===== src/rtl/conv_encoder_framed_if.sv =====
// -----------------------------------------------------------------------------
// conv_encoder_framed_if
//   Bit-in / symbol-out link between an upstream bit source and the framed
//   convolutional encoder.
//
//   Handshake: a data bit moves on a rising clock edge where enable_i and
//   ready_o are both high. ready_o is a combinational output of the encoder.
//   enable_i may be raised at any time. Bits offered while ready_o is low are
//   ignored, so the source must honour ready_o. valid_o marks a d_out symbol
//   for exactly one cycle, and the consumer has no back-pressure.
//
//   Signals
//     enable_i      source -> encoder  a data bit is offered this cycle
//     d_in          source -> encoder  data bit
//     ready_o       encoder -> source  encoder can accept a bit this cycle
//     valid_o       encoder -> sink    d_out carries a new symbol
//     d_out[1:0]    encoder -> sink    code symbol {G0 parity, G1 parity}
//     frame_done_o  encoder -> sink    pulse with the last tail symbol
// -----------------------------------------------------------------------------
interface conv_encoder_framed_if;
    logic       enable_i;
    logic       d_in;
    logic       ready_o;
    logic       valid_o;
    logic [1:0] d_out;
    logic       frame_done_o;

    modport master (
        output enable_i,
        output d_in,
        input  ready_o,
        input  valid_o,
        input  d_out,
        input  frame_done_o
    );

    modport slave (
        input  enable_i,
        input  d_in,
        output ready_o,
        output valid_o,
        output d_out,
        output frame_done_o
    );
endinterface


===== src/rtl/conv_encoder_framed.sv =====
// -----------------------------------------------------------------------------
// conv_encoder_framed
//   Rate-1/2 feedforward convolutional encoder with frame termination.
//   The encoder produces one 2-bit symbol for each accepted data bit. After
//   every FRAME_LEN data bits it flushes K-1 zero tail bits, so the decoder
//   trellis ends in state 0.
//
//   Ports
//     clk        rising-edge clock
//     rst        asynchronous, active-low reset
//     bus        conv_encoder_framed_if.slave (handshake, symbol, frame pulse)
//     dbg_state  current FSM state (0 IDLE, 1 DATA, 2 TAIL)
//
//   Parameters
//     K          constraint length (3..9). The state register is K-1 bits wide.
//     G0, G1     generator polynomials for d_out[1] and d_out[0]. Bit K-1 taps
//                the input bit and bit 0 taps the oldest state bit.
//     FRAME_LEN  number of data bits per frame (>= 1)
//     ERR_N      error-injection period exponent
//
//   Optional feature (macro ERR_INJ_EN)
//     When ERR_INJ_EN is defined, a symbol counter inverts d_out[0] on every
//     2**ERR_N-th symbol. This gives deterministic channel errors for decoder
//     stress tests. When ERR_INJ_EN is undefined, d_out is always the clean
//     code symbol.
// -----------------------------------------------------------------------------
module conv_encoder_framed #(
    parameter int             K         = 3,
    parameter logic [K-1:0]   G0        = 3'b111,
    parameter logic [K-1:0]   G1        = 3'b101,
    parameter int             FRAME_LEN = 16,
    parameter int             ERR_N     = 3
) (
    input  logic                  clk,
    input  logic                  rst,
    conv_encoder_framed_if.slave  bus,
    output logic [1:0]            dbg_state
);

    localparam int BW = $clog2(FRAME_LEN + 1);
    localparam int TW = $clog2(K);
    localparam logic [BW-1:0] LAST_BIT  = BW'(FRAME_LEN);
    localparam logic [TW-1:0] LAST_TAIL = TW'(K - 2);

    typedef enum logic [1:0] {
        S_IDLE = 2'd0,
        S_DATA = 2'd1,
        S_TAIL = 2'd2
    } state_t;

    state_t          state, state_nx;
    logic [K-2:0]    enc_st;       // enc_st[K-2] holds the most recent past bit
    logic [BW-1:0]   bit_ct, bit_ct_nx;
    logic [TW-1:0]   tail_ct, tail_ct_nx;
    logic            accept;
    logic            shift;        // a symbol is produced on this edge
    logic            done_nx;
    logic            x;            // encoder input bit for this cycle
    logic [K-1:0]    u;
    logic [1:0]      sym;
    logic            err_flip;

    assign dbg_state   = state;
    assign bus.ready_o = (state != S_TAIL);
    assign accept      = bus.enable_i && bus.ready_o;

    // Tail cycles feed zeros. In other states the offered bit is only used
    // when it is actually accepted.
    assign x   = (state == S_TAIL) ? 1'b0 : bus.d_in;
    assign u   = {x, enc_st};
    assign sym = {^(u & G0), ^(u & G1)};

    always_comb begin
        state_nx   = state;
        bit_ct_nx  = bit_ct;
        tail_ct_nx = tail_ct;
        shift      = 1'b0;
        done_nx    = 1'b0;
        unique case (state)
            S_IDLE: begin
                if (accept) begin
                    shift     = 1'b1;
                    bit_ct_nx = BW'(1);
                    state_nx  = (FRAME_LEN == 1) ? S_TAIL : S_DATA;
                end
            end
            S_DATA: begin
                if (accept) begin
                    shift     = 1'b1;
                    bit_ct_nx = bit_ct + BW'(1);
                    if (bit_ct + BW'(1) == LAST_BIT) begin
                        state_nx = S_TAIL;
                    end
                end
            end
            S_TAIL: begin
                shift = 1'b1;
                if (tail_ct == LAST_TAIL) begin
                    done_nx    = 1'b1;
                    bit_ct_nx  = '0;
                    tail_ct_nx = '0;
                    state_nx   = S_IDLE;
                end else begin
                    tail_ct_nx = tail_ct + TW'(1);
                end
            end
            default: begin
                state_nx = S_IDLE;
            end
        endcase
    end

`ifdef ERR_INJ_EN
    // This counter is free running and is cleared only by reset. It is
    // sampled before it increments, so symbols 2**ERR_N, 2*2**ERR_N and so on
    // are the ones that get corrupted.
    logic [ERR_N-1:0] sym_ct;

    always_ff @(posedge clk or negedge rst) begin
        if (!rst) begin
            sym_ct <= '0;
        end else if (shift) begin
            sym_ct <= sym_ct + ERR_N'(1);
        end
    end

    assign err_flip = shift && (&sym_ct);
`else
    logic unused_err_n;
    assign err_flip     = 1'b0;
    assign unused_err_n = ERR_N[0];
`endif

    always_ff @(posedge clk or negedge rst) begin
        if (!rst) begin
            state            <= S_IDLE;
            enc_st           <= '0;
            bit_ct           <= '0;
            tail_ct          <= '0;
            bus.valid_o      <= 1'b0;
            bus.d_out        <= 2'b00;
            bus.frame_done_o <= 1'b0;
        end else begin
            state            <= state_nx;
            bit_ct           <= bit_ct_nx;
            tail_ct          <= tail_ct_nx;
            bus.valid_o      <= shift;
            bus.frame_done_o <= done_nx;
            if (shift) begin
                enc_st    <= {x, enc_st[K-2:1]};
                bus.d_out <= {sym[1], sym[0] ^ err_flip};
            end
        end
    end

endmodule


===== src/flat_wrapper.sv =====
// flat-port wrapper written by rule: the top's interface ports become plain ports
module conv_encoder_framed_flat 
#(
    parameter int             K         = 3,
    parameter logic [K-1:0]   G0        = 3'b111,
    parameter logic [K-1:0]   G1        = 3'b101,
    parameter int             FRAME_LEN = 16,
    parameter int             ERR_N     = 3
)
  (clk, rst, dbg_state, bus_enable_i, bus_d_in, bus_ready_o, bus_valid_o, bus_d_out, bus_frame_done_o);
  conv_encoder_framed_if bus_i ();
  input  logic clk;
  input  logic rst;
  output logic [1:0] dbg_state;
  input wire logic [$bits(bus_i.enable_i)-1:0] bus_enable_i;
  input wire logic [$bits(bus_i.d_in)-1:0] bus_d_in;
  output wire logic [$bits(bus_i.ready_o)-1:0] bus_ready_o;
  output wire logic [$bits(bus_i.valid_o)-1:0] bus_valid_o;
  output wire logic [$bits(bus_i.d_out)-1:0] bus_d_out;
  output wire logic [$bits(bus_i.frame_done_o)-1:0] bus_frame_done_o;
  assign bus_i.enable_i = bus_enable_i;
  assign bus_i.d_in = bus_d_in;
  assign bus_ready_o = bus_i.ready_o;
  assign bus_valid_o = bus_i.valid_o;
  assign bus_d_out = bus_i.d_out;
  assign bus_frame_done_o = bus_i.frame_done_o;
  conv_encoder_framed #(.K(K), .G0(G0), .G1(G1), .FRAME_LEN(FRAME_LEN), .ERR_N(ERR_N)) u_core (.clk(clk), .rst(rst), .bus(bus_i), .dbg_state(dbg_state));
endmodule

===== config.mk =====
export PLATFORM = sky130hd
export DESIGN_NAME = conv_encoder_framed_flat
export DESIGN_NICKNAME = d
export VERILOG_FILES = /design/src/rtl/conv_encoder_framed_if.sv /design/src/rtl/conv_encoder_framed.sv /design/src/flat_wrapper.sv
export SDC_FILE = /design/constraint.sdc
export NUM_CORES = 1
export LEC_CHECK = 0
export CAP_MARGIN = 10
export CORE_MARGIN = 10
export CORE_UTILIZATION = 57
export DETAILED_ROUTE_END_ITERATION = 6
export GPL_TIMING_DRIVEN = 0
export PLACE_DENSITY = 0.83
export SLEW_MARGIN = 5
export SYNTH_ARGS = -nofsm -noshare
export SYNTH_HDL_FRONTEND = slang
export SYNTH_SLANG_ARGS = --single-unit

===== constraint.sdc =====
create_clock -name clk -period 4.35 [get_ports clk]
set_input_delay 0.6525 -clock clk [delete_from_list [all_inputs] [get_ports clk]]
set_output_delay 0.6525 -clock clk [all_outputs]
set_load 0.01 [all_outputs]

Word-level counts from Yosys, hierarchy flattened:

Cells that the tools add are included.

* multiply operators: 0
* muxes and demuxes: 15
* bitwise gates (word level): 0
* divide/modulo/power cells: 0
* reduce and logical (&&, ||, !) cells: 8
* shift operators: 0
* $lt $le $gt $ge: 0
* eq/ne operators: 9
* $add $sub $neg: 2

Operators with widths (number)
* 2-to-1 mux 5 bit: 3
* one-hot mux 5 bit (3 select lines): 1
* 2-to-1 mux 2 bit: 5
* AND reduction 4 bit: 2
* inequality test 2 x 1 -> 1 bit, second input constant: 3
* one-hot mux 2 bit (3 select lines): 1
* parity 3 bit: 2
* adder 5 x 1 -> 5 bit, second input constant: 1
* equality test 5 bit, second input constant: 1
* equality test 2 x 1 -> 1 bit, second input constant: 2
* 2-to-1 mux 1 bit: 4
* inequality test 2 bit, second input constant: 2
* nonzero test 3 bit: 1
* adder 2 x 1 -> 2 bit, second input constant: 1
* equality test 2 bit, second input constant: 1
* zero test 2 bit: 1
* one-hot mux 1 bit (2 select lines): 1
* OR reduction 2 bit: 1
* logical AND 1 bit: 1

* logic and storage cells: 41
* memory bits (read-only): 0
* RAM bits: 0
* bits in registers: 15
* memories kept: 0
* input bits: 4
* bits in latches: 0

Depth between registers and ports, before layout:

Gate-level depths: netlist of run 1.

* depth after elaboration: 5
* gate-level depth with buffers: 8
* gate-level depth less buffers: 6

Least setup slack after synthesis of run 1:

Ideal clock, no wire load.

* path kind: reg-to-reg
* from: register u_core.state[1] (netlist: u_core.dbg_state[1])
* to: register u_core.bit_ct[2]
* path buffers: 2
* arrival: 1.970 ns
* stages on the path, launching flop included: 9
* slack: 2.270 ns
* cells stage by stage: dfrtp_1 inv_1 ha_1 buf_6 or2_1 and2_4 buf_6 or3_4 o41ai_1

* longest elaborated chain between the ends: 4

RTL lines
* start: declaration: RTL line conv_encoder_framed.sv:51 `state_t state, state_nx;`
* start signal: assignment: RTL line conv_encoder_framed.sv:144 `state <= state_nx;`
* inequality test 2 bit: RTL line conv_encoder_framed.sv:64 `assign bus.ready_o = (state != S_TAIL);`
* logical AND 1 bit: RTL line conv_encoder_framed.sv:65 `assign accept = bus.enable_i && bus.ready_o;`
* inequality test 2 x 1 -> 1 bit (no source line)
* AND reduction 4 bit (no source line)
* end signal: assignment: RTL line conv_encoder_framed.sv:145 `bit_ct <= bit_ct_nx;`
* end: declaration: RTL line conv_encoder_framed.sv:53 `logic [BW-1:0] bit_ct, bit_ct_nx;`

Parallel ways exist; a longest one is shown, timed or not.
A chain may end at the register's enable or synchronous reset.

Worst setup path after layout of run 1:

* from: register u_core.state[0] (netlist: u_core.dbg_state[0])
* to: output port bus_ready_o

* longest elaborated chain between the ends: 1

RTL lines
* inequality test 2 bit: RTL line conv_encoder_framed.sv:64
* end: declaration: RTL line flat_wrapper.sv:17 `output wire logic [$bits(bus_i.ready_o)-1:0] bus_ready_o;`

No other way between the ends.

==> results_dict.tcl, run 1 <==
set metrics [dict create \
    slew_headroom_pct 55.4 \
    post-cts-setup-buffers 0 \
    synthArstFlopShare_pct 100 \
    cts.repair.resized 0 \
    dieArea_sq_um 3470 \
    period_needed_ps 2420 \
    vias_per_cell 5.99 \
    vias 701 \
    die_y_um 58.9 \
    synth_top_area_share_pct 43.5 \
    clockBufferDepth 2 \
    synth_cell_type_count 35 \
    pwr_density_cell_nw_per_um2 441 \
    antenna_left 0 \
    worst_pin_slew_ps 667 \
    io_pins 11 \
    wl_um 1810 \
    grt_use_total_pct 10.8 \
    numPortBuffers 10 \
    syn_area_per_cell_sq_um 9.81 \
    wl_per_cell_um 15.4 \
    critical_path_arrival_ps 1770 \
    grt_pass1_wl_um 2910 \
    yosysTopAreaCell "dfrtp_1" \
    min_from "u_core.enc_st[0]" \
    worst-setup-path-type "reg -> out" \
    endpoint_kind "output pin" \
    cap_viol_max_count 0 \
    finalMaxSlewViolations 0 \
    dr.pass1.iters 4 \
    setup_viol 0 \
    synth-edff-count 0 \
    finalHoldViolCount 0 \
    numClockSinks 15 \
    synth_cells 88 \
    cts_buffers 3 \
    max_freq_ghz 0.413 \
    hpwl_um 1330 \
    peakVddDrop_v 0.000269 \
    slowest_stage "clkdlybuf4s50_1" \
    critPathLaunch "u_core.dbg_state[0]" \
    cts-root-buf "clkbuf_4" \
    cp_max_fo 7 \
    antenna_cells 0 \
    crit_required_ps 3700 \
    htree_levels 1 \
    cts_tree "done" \
    area_delta_synth_final_pct 16.8 \
    gr-total-overflow 0 \
    drc 0 \
    num_rows 13 \
    worst_setup_path_start_kind "flop" \
    fin_crit_sh_pct 55.7 \
    final_core_util_pct 73.8 \
    rsz0062_at_grt "no" \
    drive_above_1_share_pct 10.8 \
    skew_ps 0.924 \
    chipWidth_um 58.9 \
    ctsHoldBuffers 0 \
    grt_pass1_vias 684 \
    initial_core_util_pct 63.2 \
    r2r-start "u_core.dbg_state[1]" \
    dominantRegCellSynth "dfrtp_1" \
    antenna_found_initial 0 \
    drt-initial-drc-count 22 \
    yosysSeqAreaShare_pct 43.5 \
    grt_max_degree 16 \
    ys_ff_latch 15 \
    max_stage_delay_ps 540 \
    yosys_warnings 0 \
    coreArea_sq_um 1370 \
    p_leak_nw 0.483 \
    synthTopCellsByArea "dfrtp_1 (43%), ha_1 (8.7%), nand2_1 (5.7%)" \
    status "complete, no violations" \
    syn_area_sq_um 863 \
    hold_class "reg -> reg" \
    clk_pin_slew_ps 90 \
    gp_congestion 0.848 \
    final_nets 113 \
    worstPathCellList "inv_1 -> ha_1 -> inv_2 -> clkdlybuf4s50_1" \
    clock_latency_ps 280 \
    mappedNetlistNets 98 \
    fin_setup_tns_ps 0 \
]
-- synthesized netlist by cell type, types with 2 or more instances --
cell       n
inv_2      3
o31ai_1    3
buf_6      2
nand3_1    4
o21ai_1    3
nand2b_1   2
ha_1       6
inv_1      4
o41ai_1    4
nand2_1   13
a21oi_1    2
dfrtp_1   15
nor2_1     4
xor2_1     2
-- cells in the final DEF (no fill, tap or decap), drive strengths merged, types with 2 or more instances in the layout --
cell type and count:
or2 2, o41ai 4, or3 2, o21ai 3, dfrtp 15, nand2b 2, nor2 4, buf 2
a21boi 2, nand3 4, nand2 13, o31ai 3, clkbuf 4, ha 6, clkdlybuf4s50 10, inv 7
a21oi 2, xor2 2
-- cell families (layout without fill, tap and decap cells) --
| family | Yosys count | after routing | synth area share (%) |
|---|---|---|---|
| and+or+nand+nor | 34 | 34 | 20.7 |
| muxes | 1 | 1 | 1.16 |
| adders and majority gates | 6 | 6 | 8.70 |
| DFF | 15 | 15 | 43.5 |
| xor gates and xnor gates | 3 | 3 | 3.04 |
| buffers and inverters | 9 | 23 | 5.65 |
| AOI/OAI and AO/OA | 20 | 20 | 17.2 |
-- power by group --
group	total, mW	leakage (nW)	internal [mW]	switching [mW]
Clock	0.0787	0.0150	0.0355	0.0432
Sequential	0.194	0.194	0.163	0.0309
Combinational	0.172	0.273	0.0850	0.0870
-- sequential cells by signal, indices dropped and copies added (netlist names) --
name and cells:
u_core.bit_ct 5, u_core.bus.d_out 2, u_core.bus.frame_done_o 1, u_core.bus.valid_o 1, u_core.dbg_state 2, u_core.enc_st 2
u_core.tail_ct 2
-- critical path, delay by kind of cell (launching register included) --
kind / cells / cell delay [ps]
adder cells (fa/ha/maj): 1 / 300
buffers and inverters: 3 / 760
flip-flops: 1 / 420
-- stage by stage --
stage                     worst slack [ps]  hold slack [ps]  instance area (sq um)  total power [mW]  cells
after floorplan                       2270              357                    863             0.310     88
after global placement                2040              469                    982             0.357    113
after detailed placement              2010              486                    982             0.366    113
after CTS                             1940              506                   1010             0.445    117
after global routing                  1840              533                   1010             0.475    117
final                                 1930              507                   1010             0.445    117
-- layout make-up --
type                    instances  area, sq um
plain buffers                   2         22.5
clock buffers                   4         26.3
fillers                       106          358
inverters                       7         26.3
multi-input cells              64          439
flip-flops and latches         15          375
well taps                      15         18.8
repair buffers                 10          100
-- worst paths after layout --
kind | end | slack, ps | cells past startpoint
min reg2reg | u_core.enc_st[0] | 510 | 2
max reg2reg | u_core.bit_ct[2] | 2120 | 8
min | u_core.enc_st[0] | 510 | 2
min in group asynchronous | u_core.bit_ct[4] | 770 | 1
max | bus_ready_o | 1930 | 4
max in group asynchronous | u_core.bus.valid_o | 3150 | 1
-- per-layer routing --
metal | track usage (%) | wire length, um | vias to the layer above
li1 | - | - | 339
met1 | 12.8 | 843 | 346
met2 | 16.4 | 835 | 16
met3 | 4.72 | 126 | 0
met4 | 4.59 | 0 | 0
met5 | 0 | 0 | -
No activity file was read; power rests on OpenSTA's default activity.
==> run 2, diff against run 1 <==
--- a/config.mk
+++ b/config.mk
@@ -7,10 +7,10 @@
 export LEC_CHECK = 0
 export CAP_MARGIN = 10
 export CORE_MARGIN = 10
-export CORE_UTILIZATION = 57
+export CORE_UTILIZATION = 47
 export DETAILED_ROUTE_END_ITERATION = 6
 export GPL_TIMING_DRIVEN = 0
-export PLACE_DENSITY = 0.83
+export PLACE_DENSITY = 0.73
 export SLEW_MARGIN = 5
 export SYNTH_ARGS = -nofsm -noshare
 export SYNTH_HDL_FRONTEND = slang
==> constraint.sdc (replaced) <==
create_clock -name clk -period 2.2 [get_ports clk]
set_input_delay 0.33 -clock clk [delete_from_list [all_inputs] [get_ports clk]]
set_output_delay 0.33 -clock clk [all_outputs]
set_load 0.01 [all_outputs]
==> run 2 against run 1 <==
  * Power is 97% higher
  * Global-route usage is 2.5 points lower
  * Core utilization is 14 points lower
  * Sequential share of layout area is 0.79 points lower
  * Flip-flop and latch count stayed put
  * Count of clock-buffer cells in the layout stayed put
  * Setup slack worse by 1800 ps
  * Via count is 5.3% lower
  * Critical path depth is 4 higher
  * Critical endpoint is now u_core.bit_ct[2]
==> results_dict.tcl, run 2 (synthesized netlist as in run 1, its figures left out) <==
set metrics [dict create \
    rr_endpoint "u_core.bit_ct[2]" \
    grt.met2_usage_pct 12.6 \
    status "complete, no violations" \
    vias 664 \
    htree_levels 1 \
    drive_above_1_share_pct 15.7 \
    gp_congestion 0.830 \
    dr.pass1.iters 4 \
    chipWidth_um 62.9 \
    grt_pass1_wl_um 2720 \
    worst_setup_path_start_kind "flop" \
    die_y_um 62.9 \
    worstPathCellList "inv_1 -> ha_1 -> buf_6 -> or2_1 -> and2_4 -> buf_6 -> or3_4 -> o41ai_2" \
    finalMaxSlewViolations 0 \
    crit_required_ps 2380 \
    cts_buffers 3 \
    slew_headroom_pct 54.7 \
    post-cts-setup-buffers 0 \
    total_power_mw 0.878 \
    slowest_stage "dfrtp_2" \
    initial_core_util_pct 50.0 \
    crit_buf_inv 3 \
    wl_um 1740 \
    hold_class "in -> async" \
    period_needed_ps 2090 \
    fill_cells 141 \
    critPathTopFamily "simple AND/OR/NAND/NOR gates" \
    area_delta_synth_final_pct 20.1 \
    numClockSinks 15 \
    gr-total-overflow 0 \
    worst_pin_slew_ps 677 \
    grt.busiest_layer "met2" \
    fin_setup_tns_ps 0 \
    antenna_cells 0 \
    reg2reg_slack_ps 110 \
    drt-initial-drc-count 18 \
    final_core_util_pct 60.1 \
    max_stage_delay_ps 430 \
    cts_tree "done" \
    cpMostUsedCell "buf_6" \
    ctsHoldBuffers 0 \
    met1_usage_pct 9.57 \
    rsz0062_at_grt "no" \
    endpoint_kind "flop" \
    worst-setup-path-type "reg -> reg" \
    wl_per_cell_um 13.7 \
    fin_crit_sh_pct 95.1 \
    r2r_cells 8 \
    hpwl_um 1300 \
    final_cell_mix "nand2_1 (13), dfrtp_1 (13), clkdlybuf4s50_1 (10), ha_1 (5)" \
    regMostFlops "u_core.bit_ct" \
    coreArea_sq_um 1730 \
    final_nets 113 \
    vias_per_cell 5.23 \
    io_pins 11 \
    clk_pin_slew_ps 90 \
    grt_max_degree 16 \
    setup_viol 0 \
    num_rows 15 \
    worst_hold_slack_ps 453 \
    cp_max_fo 10 \
    pwr_density_cell_nw_per_um2 847 \
    skew_ps 12.3 \
    drc 0 \
    grtUsageMet3_pct 4.30 \
    critical_path_arrival_ps 2270 \
    cap_viol_max_count 0 \
    grt_pass1_vias 615 \
    finalHoldViolCount 0 \
    r2r-start "u_core.dbg_state[1]" \
    antenna_found_initial 0 \
    p_leak_nw 0.483 \
    clock_latency_ps 280 \
    clockBufferDepth 2 \
    grt_use_total_pct 8.30 \
    max_freq_ghz 0.478 \
    numPortBuffers 10 \
    peakVddDrop_v 0.000432 \
    place_area_sq_um 995 \
    dieArea_sq_um 3950 \
    cts-root-buf "clkbuf_4" \
    antenna_left 0 \
    design_area_sq_um 1040 \
    largest_reg_flops 5 \
]
run 2: cell counts in the layout (fill, tap and decap cells not counted):
No cell type changed its count.
run 2: per-layer routing:
| metal | wire [um] | up-vias |
|---|---|---|
| met2 | 795 | 15 |
| met1 | 826 | 305 |
| met4 | 26 | 0 |
| met5 | 0 | - |
| met3 | 95 | 4 |
| li1 | - | 340 |
run 2: repair_timing:
| item | in CTS | in global routing |
|---|---|---|
| setup endpoints to repair | 1 | 4 |
| resized for setup | 1 | 4 |
| gates cloned | 0 | 0 |
run 2: where the power goes:
group	internal (mW)	leakage (nW)	total [mW]	switching, mW
combinational	0.169	0.277	0.340	0.171
clock	0.0703	0.0150	0.150	0.0798
sequential	0.325	0.191	0.388	0.0631
total	0.564	0.483	0.878	0.314
run 2: through the flow:
stage,cells,worst slack [ps]
6_report,127,109
5_1_grt,127,23.7
4_1_cts,127,37.2
3_5_place_dp,123,19.0
3_3_place_gp,123,28.2
2_1_floorplan,88,120
run 2: final cells by class:
type / instances / area [sq um] / area share [%]
Inverter: 7 / 26.3 / 2.53
Clock buffer: 4 / 26.3 / 2.53
Sequential cell: 15 / 378 / 36.4
Buffer: 2 / 22.5 / 2.17
Tap cell: 25 / 31.3 / 3.02
Timing Repair Buffer: 10 / 100 / 9.65
Multi-Input combinational cell: 64 / 453 / 43.7
run 2: worst max path at each step:
stage,cells past startpoint,endpoint,start
2_1_floorplan,8,u_core.bit_ct[2],u_core.dbg_state[1]
3_3_place_gp,8,u_core.bit_ct[2],u_core.dbg_state[1]
3_5_place_dp,8,u_core.bit_ct[2],u_core.dbg_state[1]
4_1_cts,4,bus_ready_o,u_core.dbg_state[0]
5_1_grt,8,u_core.bit_ct[2],u_core.dbg_state[1]
6_report,8,u_core.bit_ct[2],u_core.dbg_state[1]
